==> config.mk <==
export PLATFORM = sky130hd
export DESIGN_NAME = planificador_tiempo
export DESIGN_NICKNAME = d
export VERILOG_FILES = /design/src/rtl/planificador_tiempo.sv
export SDC_FILE = /design/constraint.sdc
export NUM_CORES = 1
export LEC_CHECK = 0
export ABC_AREA = 1
export CAP_MARGIN = 20
export CORE_UTILIZATION = 46
export DETAILED_ROUTE_END_ITERATION = 8
export HOLD_SLACK_MARGIN = 0.05
export PLACE_DENSITY = 0.69
export SYNTH_ARGS = -nofsm -noshare
export SYNTH_HDL_FRONTEND = slang
export SYNTH_SLANG_ARGS = --single-unit
==> constraint.sdc <==
create_clock -name clk -period 1.34 [get_ports clk]
set_input_delay 0.268 -clock clk [delete_from_list [all_inputs] [get_ports clk]]
set_output_delay 0.268 -clock clk [all_outputs]
set_load 0.005 [all_outputs]
==> src/rtl/planificador_tiempo.sv <==
// planificador_tiempo: four independent tick-counted timeout channels sharing one prescaled timebase.
module planificador_tiempo #(
    parameter int DIV   = 262144,
    parameter int DIV_W = 18,
    parameter int DUR_W = 8
) (
    input  logic               clk,
    input  logic               rst,
    input  logic [3:0]         start,
    input  logic [3:0]         cancel,
    input  logic [3:0]         periodic,
    input  logic [4*DUR_W-1:0] dur,
    output logic               tick,
    output logic [3:0]         busy,
    output logic [3:0]         done
);
    typedef enum logic {IDLE, RUN} state_t;
    localparam logic [DIV_W-1:0] P_LAST = DIV_W'(DIV - 1);
    localparam logic [DUR_W-1:0] ONE = DUR_W'(1);
    state_t           state  [4];
    logic [DUR_W-1:0] count  [4];
    logic [DUR_W-1:0] reload [4];
    logic [3:0]       mode;
    logic [DIV_W-1:0] p;
    always_ff @(posedge clk) begin
        if (rst) begin
            p      <= '0;
            tick   <= 1'b0;
            busy   <= '0;
            done   <= '0;
            mode   <= '0;
            state  <= '{default: IDLE};
            count  <= '{default: '0};
            reload <= '{default: '0};
        end else begin
            p    <= (p == P_LAST) ? '0 : p + DIV_W'(1);
            tick <= (p == P_LAST);
            for (int i = 0; i < 4; i++) begin
                done[i] <= 1'b0;
                if (cancel[i]) begin
                    state[i] <= IDLE;
                    count[i] <= '0;
                    busy[i]  <= 1'b0;
                end else if (start[i]) begin
                    // a zero duration expires at once without ever entering RUN
                    if (dur[i*DUR_W +: DUR_W] != '0) begin
                        count[i]  <= dur[i*DUR_W +: DUR_W];
                        reload[i] <= dur[i*DUR_W +: DUR_W];
                        mode[i]   <= periodic[i];
                        state[i]  <= RUN;
                        busy[i]   <= 1'b1;
                    end else begin
                        state[i] <= IDLE;
                        count[i] <= '0;
                        busy[i]  <= 1'b0;
                        done[i]  <= 1'b1;
                    end
                end else if (state[i] == RUN) begin
                    if (count[i] == '0) begin
                        state[i] <= IDLE;
                        busy[i]  <= 1'b0;
                    end else if (tick) begin
                        if (count[i] == ONE) begin
                            done[i] <= 1'b1;
                            if (mode[i]) begin
                                count[i] <= reload[i];
                            end else begin
                                state[i] <= IDLE;
                                count[i] <= '0;
                                busy[i]  <= 1'b0;
                            end
                        end else begin
                            count[i] <= count[i] - ONE;
                        end
                    end
                end
            end
        end
    end
endmodule

==> flow_summary_export.csv <==
group,metric,value,unit
run_status,status,"finished, violations left",
run_status,violations,"setup timing",
yosys,synth_edf_count,0,
cells_and_area,areaGrowthSynthToFinish,58.82,%
cts,root_buffer,"clkbuf_16",
floorplanning,design.core.area,12010,um2
global_routing,grt_max_degree,22,
global_routing,grt_pass1_vias,6110,
yosys,synthArstFlopShare,0,%
pwr,pwr-share-comb,24.5,%
pwr,seqPwrFrac,40.1,%
timing,final_max_slew_viol_count,0,
floorplanning,start_util,47.20,%
yosys,syn_nets,930,
setup_path,critPathRequiredTime,1620,ps
floorplanning,fp-row-count,40,
timing,max_slew_margin,67.72,%
pwr,p_clk_share,35.4,%
pwr,vdd_ir_drop_max,0.0005022,V
yosys,synth_top_cell_by_area,"dfxtp_1",
pwr,p_sw_share,29.51,%
pwr,switchingPower,2.355,mW
global_routing,antenna_found_initial,0,
cts,cts_max_level,3,
yosys,synth_cell_type_count,42,
setup_path,arrival,1770,ps
cts,ctsLongestPathBuffers,2,
job,drv_cap,0,
floorplanning,die_w,113.0,um
global_routing,globalRoute.totalOverflow,0,
floorplanning,die-area,12770,um2
cells_and_area,nets,1150,
yosys,ys_ff_latch,99,
cells_and_area,diodes,0,
yosys,synth_area,5669,um2
cells_and_area,final_cells,1243,
timing,min_period,1487,ps
worst_hold_path,worstHoldPathType,"input pin to flop",
yosys,synthFlopType,"dfxtp_1",
pwr,intPower,5.625,mW
timing,rsz0062_at_grt,"yes",
pwr,powerDensity,886.2,nW/um2
yosys,seq_area_frac_synth,34.96,%
global_routing,grt_pass1_wl,27.11,mm
setup_path,critPathMaxFanout,8,
worst_hold_path,holdPathStages,3,
yosys,syn_area_per_cell,6.509,um2
setup_path,endpoint_kind,"flop",
placed_design,gp_congestion,0.8751,
yosys,synth_area_leaders,"dfxtp_1, nand2_1, nor2_1",
cts,cts_sinks,99,
placed_design,hpwlAfterDp,11.21,mm
detailed_routing,num_vias,6495,
timing,fin_ws,-147.1,ps
timing,setup_violations,42,
timing,fin_setup_tns,-3262,ps
placed_design,io_buffers,54,
yosys,synthMostInstantiatedCell,"nand2_1",
cts,postCtsHoldBufs,0,
detailed_routing,wl_per_cell,14.07,um
pwr,leakagePower,4.068,nW
cts,path_clk_slew,70,ps
placed_design,dpl.cell_count,1199,
setup_path,reg2reg_depth,7,
global_routing,gr-usage-all-layers,26.05,%
timing,finClkSkew,8.097,ps
cts,insertion_delay,360,ps
detailed_routing,wirelength,17.49,mm
detailed_routing,drtIter0Drc,422,
timing,hold_viol,0,
detailed_routing,via_per_inst,5.225,
cells_and_area,drive_gt1_share,38.78,%
floorplanning,io_pins,55,
yosys,syn_inst,871,
timing,post-route-period-util,111.0,%
yosys,synth_top_area_share,34.96,%
setup_path,worst-setup-path-type,"flop to flop",
timing,timing.fmax,0.6725,GHz
detailed_routing,drc_errors,0,
setup_path,critPathLaunchType,"flop",
cts,numCtsBuffers,9,
floorplanning,die_h,113.0,um
detailed_routing,antenna_left,0,
cts,cts_tree,"built",
timing,tightest_slew,483.5,ps
detailed_routing,dr.pass1.iters,5,
yosys,synth_warnings,0,
yosys,synthTopCellsByCount,"nand2_1, nor2_1, dfxtp_1",
[what timing repair did]
| item | CTS | global route |
|---|---|---|
| resized for setup | 119 | 201 |
| pin swaps | 36 | 70 |
| setup endpoints to repair | 83 | 94 |
| cloned | 3 | 2 |
| buffers inserted | 9 | 15 |
[path summary, 6_finish.rpt]
check | start | to | slack, ps
worst max-delay path | count[3]$_SDFFE_PP0P_ | count[2]$_SDFFE_PP0P_ | -150
worst min register to register | reload[1]$_SDFFE_PP0P_ | reload[1]$_SDFFE_PP0P_ | 470
worst max register to register | count[3]$_SDFFE_PP0P_ | count[2]$_SDFFE_PP0P_ | -150
worst min-delay path | dur[2] | reload[26]$_SDFFE_PP0P_ | 200
[flip-flops by register name, indices dropped and copies added (netlist names)]
signal and cells:
count 32, reload 32, p 18, busy 4, done 4, mode 4, state 4, tick 1
[power by group through the flow]
stage                     clock (mW)  combinational (mW)  sequential, mW
after global placement             0                1.51            3.24
after detailed placement           0                1.52            3.24
after global routing            2.97                2.13            3.22
after CTS                       2.88                1.67            3.18
after floorplan                    0               0.859            3.23
final                           2.83                1.95            3.20
[metal layers]
layer | track usage, % | share of wire (%) | vias up
met4 | 12.37 | 2.8 | 0
met2 | 46.05 | 51 | 186
met1 | 31.23 | 42 | 2984
met3 | 3.482 | 4.1 | 45
li1 | - | - | 3280
met5 | 0 | 0 | -
[placed cells by master (no fill, tap or decap), types with 5 or more instances in the layout]
cell type / count
inv_4: 8
buf_4: 147
inv_2: 18
nor2_2: 15
nor2_1: 144
or2_2: 5
dfxtp_1: 77
clkdlybuf4s50_1: 29
nand3_1: 57
clkbuf_16: 9
nand2_4: 18
nand2_1: 155
dfxtp_4: 5
dlymetal6s2s_1: 13
o21ai_0: 32
o21ai_2: 10
nand2_2: 23
dlygate4sd2_1: 11
xor2_1: 9
nand3_2: 32
dfxtp_2: 17
a21oi_2: 32
nor2_4: 19
o21ai_1: 16
a21oi_1: 33
inv_1: 58
buf_6: 20
nand4_1: 14
ha_4: 13
[stage by stage]
step	util (%)	hold slack [ps]	cell area, um2	total power [mW]	setup WS (ps)
6_report	74.96	198.7	9004	7.979	-147.1
3_3_place_gp	61.81	442.1	7425	4.742	-366.2
4_1_cts	68.11	353.4	8182	7.718	-87.23
5_1_grt	74.96	237.8	9004	8.322	-224.1
2_1_floorplan	-	344.5	5694	4.084	-33.75
3_5_place_dp	61.81	445.0	7425	4.760	-402.4
[cells by family (layout without fill, tap and decap cells)]
logic type / Yosys count / in the layout / share of synthesized area [%]
adders and majority gates: 13 / 13 / 2.869
AOI/OAI and AO/OA: 136 / 136 / 12.91
xor gates and xnor gates: 11 / 11 / 1.700
buffers and inverters: 109 / 330 / 8.342
DFF: 99 / 99 / 34.96
and+or+nand+nor: 503 / 507 / 39.22
[critical path: stages (launching register included)]
cell	delay, ps
dfxtp_4	380
nor2_4	160
nand2_2	100
nor2_4	290
nand2_2	100
nor2_1	170
o21ai_1	90
a21oi_1	120
[layout make-up]
type	count	area, um2
timing repair buffer	226	1983
inverter	88	350.3
tap	147	183.9
fill	889	3008
multi-input combinational	667	4146
clock inverter	7	92.59
clock buffer	9	225.2
sequential	99	2022
Power figures use the tool's default switching activity.
